File: src/rtl/mux_rr_arb_pkg.sv
// Shared arbitration-mode encodings and select-width helper for the mux/arbiter family.
package mux_rr_arb_pkg;

  localparam int unsigned MODE_RR    = 0;
  localparam int unsigned MODE_FIXED = 1;

  // Bits needed to index n channels, never less than one.
  function automatic int unsigned sel_width(input int unsigned n);
    int unsigned w;
    w = 1;
    while ((32'd1 << w) < n) w++;
    return w;
  endfunction

endpackage

File: src/rtl/mux_rr_arb_rr_grant.sv
// One-hot grant over a request vector: rotating scan from ptr, or fixed lowest-index priority.
module rr_grant
  import mux_rr_arb_pkg::*;
#(
  parameter int unsigned N  = 4,
  parameter int unsigned SW = sel_width(N)
) (
  input  logic [N-1:0]  req,
  input  logic [SW-1:0] ptr,
  input  logic          mode,
  output logic [N-1:0]  grant
);

  logic [SW-1:0] start;
  logic [SW-1:0] idx;
  logic          found;

  // Fixed priority is a rotating scan that always starts at channel 0.
  always_comb begin
    grant = '0;
    found = 1'b0;
    idx   = '0;
    start = mode ? '0 : ptr;
    for (int i = 0; i < N; i++) begin
      idx = SW'((int'(start) + i) % N);
      if (!found && req[idx]) begin
        grant[idx] = 1'b1;
        found      = 1'b1;
      end
    end
  end

endmodule

File: src/rtl/mux_rr_arb.sv
// N-channel valid/ready arbiter-mux with a single registered output stage.
module mux_rr_arb
  import mux_rr_arb_pkg::*;
#(
  parameter int unsigned N    = 4,
  parameter int unsigned W    = 4,
  parameter int unsigned MODE = MODE_RR,
  localparam int unsigned SW  = sel_width(N)
) (
  input  logic           clk,
  input  logic           rst_n,
  input  logic [N*W-1:0] in_data,
  input  logic [N-1:0]   in_valid,
  output logic [N-1:0]   in_ready,
  output logic [W-1:0]   out_data,
  output logic [SW-1:0]  out_sel,
  output logic           out_valid,
  input  logic           out_ready
);

  logic [N-1:0]  grant;
  logic [SW-1:0] gnt_idx;
  logic          load_en;
  logic          load;

  logic [W-1:0]  out_data_d,  out_data_q;
  logic [SW-1:0] out_sel_d,   out_sel_q;
  logic          out_valid_d, out_valid_q;
  logic [SW-1:0] rr_ptr_d,    rr_ptr_q;

  rr_grant #(
    .N  (N),
    .SW (SW)
  ) u_grant (
    .req   (in_valid),
    .ptr   (rr_ptr_q),
    .mode  (MODE == MODE_FIXED),
    .grant (grant)
  );

  always_comb begin
    gnt_idx = '0;
    for (int i = 0; i < N; i++) begin
      if (grant[i]) gnt_idx = SW'(i);
    end
  end

  assign load_en = !out_valid_q || out_ready;
  assign load    = load_en && (|grant);
  // Held-in-reset must not advertise acceptance even though the output stage looks empty.
  assign in_ready = (rst_n && load_en) ? grant : '0;

  always_comb begin
    out_data_d  = out_data_q;
    out_sel_d   = out_sel_q;
    out_valid_d = out_valid_q;
    rr_ptr_d    = rr_ptr_q;
    if (load) begin
      out_data_d  = in_data[int'(gnt_idx)*W +: W];
      out_sel_d   = gnt_idx;
      out_valid_d = 1'b1;
      if (MODE == MODE_RR) begin
        rr_ptr_d = (int'(gnt_idx) == N - 1) ? '0 : gnt_idx + 1'b1;
      end
    end else if (out_ready) begin
      out_valid_d = 1'b0;
    end
  end

  always_ff @(posedge clk or negedge rst_n) begin
    if (!rst_n) begin
      out_data_q  <= '0;
      out_sel_q   <= '0;
      out_valid_q <= 1'b0;
      rr_ptr_q    <= '0;
    end else begin
      out_data_q  <= out_data_d;
      out_sel_q   <= out_sel_d;
      out_valid_q <= out_valid_d;
      rr_ptr_q    <= rr_ptr_d;
    end
  end

  assign out_data  = out_data_q;
  assign out_sel   = out_sel_q;
  assign out_valid = out_valid_q;

endmodule
File: config.mk
export PLATFORM = sky130hd
export DESIGN_NAME = mux_rr_arb
export DESIGN_NICKNAME = d
export VERILOG_FILES = /design/src/rtl/mux_rr_arb_pkg.sv /design/src/rtl/mux_rr_arb_rr_grant.sv /design/src/rtl/mux_rr_arb.sv
export SDC_FILE = /design/constraint.sdc
export NUM_CORES = 1
export LEC_CHECK = 0
export CORE_MARGIN = 3
export CORE_UTILIZATION = 25
export CTS_CLUSTER_DIAMETER = 50
export DETAILED_ROUTE_END_ITERATION = 7
export GPL_ROUTABILITY_DRIVEN = 0
export PLACE_DENSITY = 0.54
export SETUP_SLACK_MARGIN = 0.4
export SYNTH_ARGS = -nofsm -noshare
export SYNTH_HDL_FRONTEND = slang
export SYNTH_SLANG_ARGS = --single-unit
export TNS_END_PERCENT = 5
File: constraint.sdc
create_clock -name clk -period 7.8 [get_ports clk]
set_clock_uncertainty 0.1 [all_clocks]
set_input_delay 1.56 -clock clk [delete_from_list [all_inputs] [get_ports clk]]
set_output_delay 1.56 -clock clk [all_outputs]
set_load 0.03 [all_outputs]
==> impl_results.md, run 1 <==
- Sink Count: 9
- Clock root cell: clkbuf_4
- Area leader, netlist: dfrtp_1
- TNS Setup: 0 ns
- Total CTS buffers: 3
- 1st-iter DRT viols: 51
- Kind of critical path: primary input to output port
- Critical R2R Capture: out_sel[0]$_DFFE_PN0P_
- Total Power: 602 uW
- Antenna violations before repair: 0
- Peak VDD IR: 0.110 mV
- Top_reg_cell synth: dfrtp_1
- Power per cell area: 484 mW/mm^2
- Slew headroom: 38.4%
- Number of hold buffers added after cts: 0
- CP Max Fanout: 8
- Syn Nets: 129
- Area growth, synth to finish: 46.2%
- Die W: 64.3 microns
- Overall Global Routing Usage: 13.7%
- Leak: 0.000474 uW
- Final hold vios: 0
- R2r startpoint: rr_ptr_q[0]$_DFFE_PN0P_
- Worst Hold End: out_sel[0]$_DFFE_PN0P_
- WHS Path Cells: 1
- Grt total ovfl: 0
- Maximum clock path buffer count: 2
- Clock latency on the worst-skew pair: 0.26 ns
- Post-CTS Setup Bufs: 0
- Arr. time, crit path: 4.32 ns
- Buffers on Ports: 33
- Drt first pass iters: 4
- Mapped Cells: 100
- Comb pwr share: 77.3%
- Number of synthesized flops with an enable pin: 0
- DR vias: 928
- Core Box Area: 0.00315 sq mm
- Starting Density: 27.0%
- Register area share after synthesis: 26.5%
- Yosys Warn Count: 0
- Synth area leaders: dfrtp_1 26%, ha_1 8.8%, nand2_1 7.1%
- FF-to-FF setup slack: 4.08 ns
- Tmin final: 5.98 ns
- Max Cap Viol: 0
- Worst r2r path cells: 8
- Layout cells sized above 1: 5.93%
- Ys async rst share: 100%
- Library cells used by synthesis: 31
- # resized after CTS: 0
- Setup violators final: 0
- Vias in the first global route: 902
- Startpoint types: primary input
- Top cells by count, synth: 16 x nand2_1, 9 x dfrtp_1, 9 x nor2_1
- Fmax: 167 MHz
- Worst hold path type: flip-flop to flip-flop
- DP HPWL: 1960 microns
- P_sw: 312 uW
- Die area: 0.00414 sq mm
- Count leader, synth: nand2_1
- Required @ worst endpoint: 6.14 ns
- Clk slew on worst S/H paths: 0.07 ns
- CTS tree: yes
- Slew Viols, Final: 0
- Vias per Instance: 5.18
- Post-DRT Antenna Nets: 0
- Die H: 64.3 microns
- Seq pwr share: 16.5%
- N_diodes: 0
- Finished Cell Area: 0.00124 sq mm
- DRC viols: 0
- I/O pins: 34
- Worst Hold Launch: out_sel[0]$_DFFE_PN0P_
- Final WL: 2580 microns
- Crit share post-route: 76.7%
- Placed cell areas: 0.00122 sq mm
- First-pass GRT wire length: 4520 microns
- Internal power: 290 uW
- Tightest Pin Transition: 0.924 ns
- Nets: 165
- Clock power frac: 6.3%
- Synth top area share: 26.5%
- FF+latch count, synth: 9
- Maximum number of pins on one net before global-route repair: 15
- Setup crit end kind: output port
- CTS H-tree lvls: 1
- RSZ-0062 raised after global routing: no
- Routed wire per std cell: 14.4 microns
- Status: complete, no violations
- Std-Cell Rows: 20
- Switch share: 51.8%
- Mapped Area: 851 sq um
- Synth Area per Inst: 8.51 sq um
==> worst max-delay path by stage <==
stage,start,end,slack (ns),depth (start not counted)
2_1_floorplan,in_valid[2],in_ready[3],2.97,5
3_3_place_gp,in_valid[0],in_ready[1],1.88,7
3_5_place_dp,in_valid[0],in_ready[1],1.79,7
4_1_cts,in_valid[0],in_ready[1],1.79,7
5_1_grt,in_valid[1],in_ready[1],1.58,7
6_report,in_valid[0],in_ready[1],1.82,7
==> layout make-up <==
cell class              instances  area, sq um
inverters                       2         7.51
multi-input cells              86          592
fillers                       350         1910
flip-flops and latches          9          225
well taps                      44         55.1
clock buffers                   4         26.3
repair buffers                 34          338
==> placed cells by master, fill, tap and decap left out, types with 2 or more instances in the layout <==
cell	n
dfrtp_1	9
a221oi_1	4
nand4_1	3
a21oi_1	7
nor2_1	9
a221o_1	4
nand2_1	16
clkdlybuf4s50_1	33
o22a_1	4
clkbuf_4	3
o211ai_1	2
o21ai_0	5
mux4_2	2
inv_1	2
nand3_1	3
nor2b_1	3
ha_1	6
o21ai_1	3
nor3b_1	3
==> layer usage <==
layer  wire length [microns]  vias up  GRT usage (%)
li1                        -      459              -
met1                    1210      438           17.5
met2                    1180       29           22.8
met3                     173        2           3.16
met4                      17        0           3.96
met5                       0        -              0
==> per-stage QoR <==
stage	worst slack, ns	utilization (%)	hold slack [ns]	std cells
finish	1.82	39.4	0.399	179
CTS	1.79	39.4	0.400	179
global route	1.58	39.4	0.435	179
global placement	1.88	38.6	0.381	175
detailed placement	1.79	38.6	0.385	175
floorplan	2.97	-	0.552	100
==> critical path, stage by stage <==
cell             delay [ns]
clkdlybuf4s50_1        0.54
mux4_2                 0.58
nand2_1                0.10
o21ai_0                0.09
a221oi_1               0.74
nor2_1                 0.08
clkdlybuf4s50_1        0.62
==> power by group through the flow <==
stage | clock network, uW | logic [uW] | registers (uW)
floorplan | 0 | 321 | 125
global route | 43.5 | 522 | 104
CTS | 39.3 | 470 | 99.9
finish | 37.8 | 465 | 99.1
global placement | 0 | 462 | 98.7
detailed placement | 0 | 470 | 100
==> flip-flops by register name, indices dropped and copies added, names as in the netlist <==
register   flops
out_data       4
out_sel        2
out_valid      1
rr_ptr_q       2
==> kinds of logic after synthesis <==
logic type	synth area share, %
AND/OR/NAND/NOR	25.1
AO/OA/AOI/OAI	29.1
flip-flops	26.5
adder cells (fa/ha/maj)	8.82
buffers and inverters	3.97
multiplexers	6.47
(Power assumes the default switching activity.)
==> run 2: changes to the inputs <==
==> constraint.sdc (replaced) <==
create_clock -name clk -period 5.7 [get_ports clk]
set_clock_uncertainty 0.1 [all_clocks]
set_input_delay 1.14 -clock clk [delete_from_list [all_inputs] [get_ports clk]]
set_output_delay 1.14 -clock clk [all_outputs]
set_load 0.03 [all_outputs]
==> impl_results.md, run 2 (synthesis gave the netlist of run 1 again) <==
- Worst hold path type: flip-flop to flip-flop (unchanged)
- Required @ worst endpoint: 4.46 ns (was 6.14 ns)
- Area growth, synth to finish: 47.9% (was 46.2%)
- DR vias: 912 (was 928)
- CTS H-tree lvls: 1 (unchanged)
- Total CTS buffers: 3 (unchanged)
- Core Box Area: 0.00315 sq mm (unchanged)
- Largest stage delay, worst path: 0.67 ns (was 0.74 ns)
- Max Cap Viol: 0 (unchanged)
- Sink Count: 9 (unchanged)
- Number of hold buffers added after cts: 0 (unchanged)
- Setup violators final: 0 (unchanged)
- Clk slew on worst S/H paths: 0.07 ns (about the same)
- Maximum clock path buffer count: 2 (unchanged)
- CP Max Fanout: 11 (was 8)
- Status: complete, no violations (unchanged)
- Max FFs per register: 4 (unchanged)
- Antenna violations before repair: 0 (unchanged)
- Hold Slack: 0.394 ns (was 0.399 ns)
- Cell mode on critical path: clkdlybuf4s50_1 (unchanged)
- Tmin final: 5.00 ns
- Std-Cell Rows: 20 (unchanged)
- Crit-path cells: clkdlybuf4s50_1 -> mux4_2 -> nor3_2 -> a221oi_1 -> buf_4 -> nor2_1 -> clkdlybuf4s50_1 (was clkdlybuf4s50_1 -> mux4_2 -> nand2_1 -> o21ai_0 -> a221oi_1 -> nor2_1 -> clkdlybuf4s50_1)
- DRC viols: 0 (unchanged)
- First-pass GRT wire length: 4280 microns (was 4520 microns)
- Drt first pass iters: 4 (unchanged)
- Buffers on Ports: 33 (unchanged)
- Highest-count cells in the layout ignoring fill and taps: 33 x clkdlybuf4s50_1, 16 x nand2_1, 9 x nor2_1, 9 x dfrtp_1, 7 x a21oi_1 (unchanged)
- # resized after CTS: 0 (unchanged)
- Die area: 0.00414 sq mm (unchanged)
- Die H: 64.3 microns (unchanged)
- Post-DRT Antenna Nets: 0 (unchanged)
- Placed cell areas: 0.00123 sq mm (was 0.00122 sq mm)
- RSZ-0062 raised after global routing: no (unchanged)
- Slowest-stage cell, CP: clkdlybuf4s50_1 (was a221oi_1)
- CTS tree: yes (unchanged)
- Fill cells: 350 (unchanged)
- Final hold vios: 0 (unchanged)
- Tightest Pin Transition: 0.523 ns (was 0.924 ns)
- Setup crit end kind: output port (unchanged)
- Peak VDD IR: 0.205 mV (was 0.110 mV)
- Starting Density: 27.0% (unchanged)
- Clock root cell: clkbuf_4 (unchanged)
- Crit share post-route: 87.8%
- Routed wire per std cell: 14.2 microns (was 14.4 microns)
- Vias in the first global route: 914 (was 902)
- Commonest non-fill, non-tap cell in the layout: clkdlybuf4s50_1 (unchanged)
- Kind of critical path: primary input to output port (unchanged)
- Clock latency on the worst-skew pair: 0.26 ns (about the same)
- Startpoint types: primary input (unchanged)
- N_diodes: 0 (unchanged)
- Nets: 167 (was 165)
- Grt total ovfl: 0 (unchanged)
- 1st-iter DRT viols: 37 (was 51)
- Post-CTS Setup Bufs: 0 (unchanged)
- Leak: 0.000483 uW (was 0.000474 uW)
- Maximum number of pins on one net before global-route repair: 15 (unchanged)
- Total Power: 840 uW (was 602 uW)
- DP HPWL: 1980 microns (was 1960 microns)
- Die W: 64.3 microns (unchanged)
- I/O pins: 34 (unchanged)
- Final WL: 2560 microns (was 2580 microns)
- Vias per Instance: 5.04 (was 5.18)
- Arr. time, crit path: 3.76 ns (was 4.32 ns)
- Slew headroom: 65.1% (was 38.4%)
- Layout cells sized above 1: 7.30% (was 5.93%)
- Finished Cell Area: 0.00126 sq mm (was 0.00124 sq mm)
- Overall Global Routing Usage: 13.3% (was 13.7%)
- Power per cell area: 667 mW/mm^2 (was 484 mW/mm^2)
- Fmax: 200 MHz
- Slew Viols, Final: 0 (unchanged)
- TNS Setup: 0 ns (unchanged)
==> run 2: cell count changes in the layout (fill, tap and decap cells not counted), sizes merged <==
| cell | previous run | this run |
|---|---|---|
| buf | 1 | 3 |
==> run 2: area by class of cell <==
| type | count | area [sq um] | area share, % |
|---|---|---|---|
| Sequential cell | 9 | 225 | 17.9 |
| Timing Repair Buffer | 36 | 353 | 28.0 |
| Clock buffer | 4 | 26.3 | 2.09 |
| Multi-Input combinational cell | 86 | 592 | 47.0 |
| Tap cell | 44 | 55.1 | 4.37 |
| Inverter | 2 | 7.51 | 0.596 |
==> run 2: routing by layer <==
layer,share of wire (%),GRT usage [%],vias up
met5,0,0,-
met4,0.66,5.54,0
met3,7.4,2.99,2
met2,46,21.3,40
met1,46,17.0,406
li1,-,-,464
==> run 2: report_power, final <==
group,leakage (uW),internal (uW),switching [uW],total [uW]
Sequential,0.000101,101,34.1,135
Clock,0.0000150,27.1,25.1,52.2
Combinational,0.000366,283,369,653
==> run 2: worst paths after layout <==
check,from,end,slack [ns],depth (start not counted)
max,in_valid[0],in_ready[3],0.70,7
min,out_sel[0]$_DFFE_PN0P_,out_sel[0]$_DFFE_PN0P_,0.39,1
max reg2reg,rr_ptr_q[0]$_DFFE_PN0P_,out_sel[0]$_DFFE_PN0P_,2.00,8
min reg2reg,out_sel[0]$_DFFE_PN0P_,out_sel[0]$_DFFE_PN0P_,0.39,1
max in group asynchronous,rst_n,rr_ptr_q[1]$_DFFE_PN0P_,4.09,1
min in group asynchronous,rst_n,out_data[2]$_DFFE_PN0P_,1.09,1
==> run 2: per-stage QoR <==
| stage | std cells | util [%] | setup WS [ns] |
|---|---|---|---|
| 2_1_floorplan | 100 | - | 1.71 |
| 3_3_place_gp | 177 | 39.1 | 0.788 |
| 3_5_place_dp | 177 | 39.1 | 0.703 |
| 4_1_cts | 181 | 39.9 | 0.691 |
| 5_1_grt | 181 | 39.9 | 0.513 |
| 6_report | 181 | 39.9 | 0.696 |
==> run 2: critical path: cells and delay by family <==
family | cells | cell delay [ns]
and+or+nand+nor | 2 | 0.50
AOI/OAI and AO/OA | 1 | 0.17
buffers and inverters | 3 | 1.40
muxes | 1 | 0.57
==> run 3: changes to the inputs <==
--- a/config.mk
+++ b/config.mk
@@ -10,9 +10,10 @@
 export CTS_CLUSTER_DIAMETER = 50
 export DETAILED_ROUTE_END_ITERATION = 7
 export GPL_ROUTABILITY_DRIVEN = 0
-export PLACE_DENSITY = 0.54
+export PLACE_DENSITY = 0.5
 export SETUP_SLACK_MARGIN = 0.4
 export SYNTH_ARGS = -nofsm -noshare
 export SYNTH_HDL_FRONTEND = slang
+export SYNTH_HIERARCHICAL = 1
 export SYNTH_SLANG_ARGS = --single-unit
 export TNS_END_PERCENT = 5
==> impl_results.md, run 3 <==
- Status: complete, no violations (unchanged)
- Overall Global Routing Usage: 10.9% (was 13.3%)
- Setup crit end kind: output port (unchanged)
- Fmax: 201 MHz (was 200 MHz)
- Area growth, synth to finish: 44.7% (was 47.9%)
- Nets: 175 (was 167)
- Routed wire per std cell: 13.4 microns (was 14.2 microns)
- Required @ worst endpoint: 4.46 ns (about the same)
- Synth top area share: 22.0% (was 26.5%)
- Mapped Cells: 102 (was 100)
- Tightest Pin Transition: 0.594 ns (was 0.523 ns)
- DP HPWL: 2020 microns (was 1980 microns)
- Mapped Area: 0.00102 sq mm (was 851 sq um)
- Final WL: 2570 microns (was 2560 microns)
- Clock root cell: clkbuf_8 (was clkbuf_4)
- CTS tree: yes (unchanged)
- Clk slew on worst S/H paths: 0.04 ns (was 0.07 ns)
- Ys async rst share: 100% (unchanged)
- Area leader, netlist: dfrtp_1 (unchanged)
- Arr. time, crit path: 3.74 ns (was 3.76 ns)
- Yosys Warn Count: 6 (was 0)
- Core Box Area: 0.00380 sq mm (was 0.00315 sq mm)
- Fill cells: 362 (was 350)
- Slew Viols, Final: 0 (unchanged)
- Setup violators final: 0 (unchanged)
- 1st-iter DRT viols: 41 (was 37)
- Placed Instances: 188 (was 177)
- Fin cells: 192 (was 181)
- Buffers on Ports: 33 (unchanged)
- Layout cells sized above 1: 18.1% (was 7.30%)
- First-pass GRT wire length: 4510 microns (was 4280 microns)
- Number of synthesized flops with an enable pin: 0 (unchanged)
- Vias in the first global route: 922 (was 914)
- Finished Cell Area: 0.00148 sq mm (was 0.00126 sq mm)
- Starting Density: 26.9% (was 27.0%)
- Placed cell areas: 0.00143 sq mm (was 0.00123 sq mm)
- FF+latch count, synth: 9 (unchanged)
- N_diodes: 0 (unchanged)
- I/O pins: 34 (unchanged)
- Maximum clock path buffer count: 2 (unchanged)
- Top cells by count, synth: 14 x nand2_1, 9 x dfrtp_1, 8 x mux2_4 (was 16 x nand2_1, 9 x dfrtp_1, 9 x nor2_1)
- Commonest non-fill, non-tap cell in the layout: clkdlybuf4s50_1 (unchanged)
- Final hold vios: 0 (unchanged)
- Peak VDD IR: 0.167 mV (was 0.205 mV)
- DRC viols: 0 (unchanged)
- Post-CTS Setup Bufs: 0 (unchanged)
- Library cells used by synthesis: 36 (was 31)
- DR vias: 941 (was 912)
- Sink Count: 9 (unchanged)
- Slew headroom: 60.3% (was 65.1%)
- Total Power: 720 uW (was 840 uW)
- Startpoint types: primary input (unchanged)
- Leak: 0.000597 uW (was 0.000483 uW)
- CTS H-tree lvls: 1 (unchanged)
- Maximum number of pins on one net before global-route repair: 14 (was 15)
- Kind of critical path: primary input to output port (unchanged)
- CP Max Fanout: 7 (was 11)
- Post-DRT Antenna Nets: 0 (unchanged)
- Die W: 69.9 microns (was 64.3 microns)
- TNS Setup: 0 ns (unchanged)
- Tmin final: 4.98 ns (was 5.00 ns)
- Total CTS buffers: 3 (unchanged)
- Crit share post-route: 87.3% (was 87.8%)
- Top_reg_cell synth: dfrtp_1 (unchanged)
- Highest-count cells in the layout ignoring fill and taps: 33 x clkdlybuf4s50_1, 14 x nand2_1, 9 x dfrtp_1 (was 33 x clkdlybuf4s50_1, 16 x nand2_1, 9 x nor2_1, 9 x dfrtp_1, 7 x a21oi_1)
- Antenna violations before repair: 0 (unchanged)
- Number of hold buffers added after cts: 0 (unchanged)
- Std-Cell Rows: 22 (was 20)
- Max Cap Viol: 0 (unchanged)
- Vias per Instance: 4.90 (was 5.04)
- Clock latency on the worst-skew pair: 0.23 ns (was 0.26 ns)
- Final setup margin: 0.722 ns (was 0.696 ns)
- Synth area leaders: dfrtp_1 22%, mux2_4 12%, ha_1 8.6% (was dfrtp_1 26%, ha_1 8.8%, nand2_1 7.1%)
- Die H: 69.9 microns (was 64.3 microns)
- Register area share after synthesis: 22.0% (was 26.5%)
- Synth Area per Inst: 10.0 sq um (was 8.51 sq um)
- Power per cell area: 487 mW/mm^2 (was 667 mW/mm^2)
- Worst hold path type: flip-flop to flip-flop (unchanged)
- # resized after CTS: 0 (unchanged)
- Drt first pass iters: 4 (unchanged)
- Max FFs per register: 4 (unchanged)
- Grt total ovfl: 0 (unchanged)
- Pre-CTS setup slack: 0.729 ns (was 0.703 ns)
- Count leader, synth: nand2_1 (unchanged)
- Die area: 0.00489 sq mm (was 0.00414 sq mm)
- RSZ-0062 raised after global routing: no (unchanged)
run 3: cell count changes after synthesis, moves of 4 or more:
cell	delta
mux2_4	+8
nor2_1	-8
a21oi_1	-7
mux2_2	+4
o221ai_1	+4
o22a_1	-4
run 3: path summary, 6_finish.rpt:
path                                         startpoint                 endpoint  slack [ns]  cells past startpoint
worst max-delay path                        in_valid[3]              in_ready[0]        0.72                      7
worst min-delay path            out_data[1]$_DFFE_PN0P_  out_data[1]$_DFFE_PN0P_        0.42                      1
worst max register to register  rr_ptr_q[1]$_DFFE_PN0P_  rr_ptr_q[1]$_DFFE_PN0P_        1.89                     12
worst min register to register  out_data[1]$_DFFE_PN0P_  out_data[1]$_DFFE_PN0P_        0.42                      1
max in group asynchronous                         rst_n  out_data[0]$_DFFE_PN0P_        3.99                      1
min in group asynchronous                         rst_n  out_data[1]$_DFFE_PN0P_        1.16                      1
run 3: final cells by class:
cell class / count / area [sq um] / area share (%)
clock buffers: 4 / 45.0 / 3.05
flip-flops and latches: 9 / 225 / 15.2
inverters: 5 / 18.8 / 1.27
well taps: 48 / 60.1 / 4.06
multi-input cells: 89 / 769 / 52.0
repair buffers: 37 / 360 / 24.4
run 3: metal layers:
metal  vias up  track usage (%)  share of wire (%)
li1        471                -                  -
met1       442             14.4                 45
met2        26             18.3                 49
met3         2             2.30                4.4
met4         0             1.91               0.62
met5         -                0                  0
run 3: where the power goes:
part / total [uW] / switching (uW) / internal (uW)
registers: 123 / 25.6 / 97.8
logic: 524 / 262 / 262
clock network: 72.7 / 24.1 / 48.6
total: 720 / 312 / 408
run 3: through the flow:
stage	hold WS, ns	utilization, %
floorplan	0.450	-
global placement	0.396	37.7
detailed placement	0.399	37.7
CTS	0.416	38.9
global route	0.442	38.9
finish	0.415	38.9
run 3: cells by family after synthesis:
family                     synth area share, %
and+or+nand+nor                           23.3
adders and majority gates                 8.57
muxes                                     20.1
other                                    0.367
AOI/OAI and AO/OA                         21.5
buffers and inverters                     4.16
DFF                                       22.0
run 3: worst max-delay path, cell delays in order:
cell and delay [ns]:
clkdlybuf4s50_1 0.61, or3b_1 0.42, a2111oi_4 0.42, o21ai_0 0.14, nand4_1 0.16, and3_1 0.17
clkdlybuf4s50_1 0.66
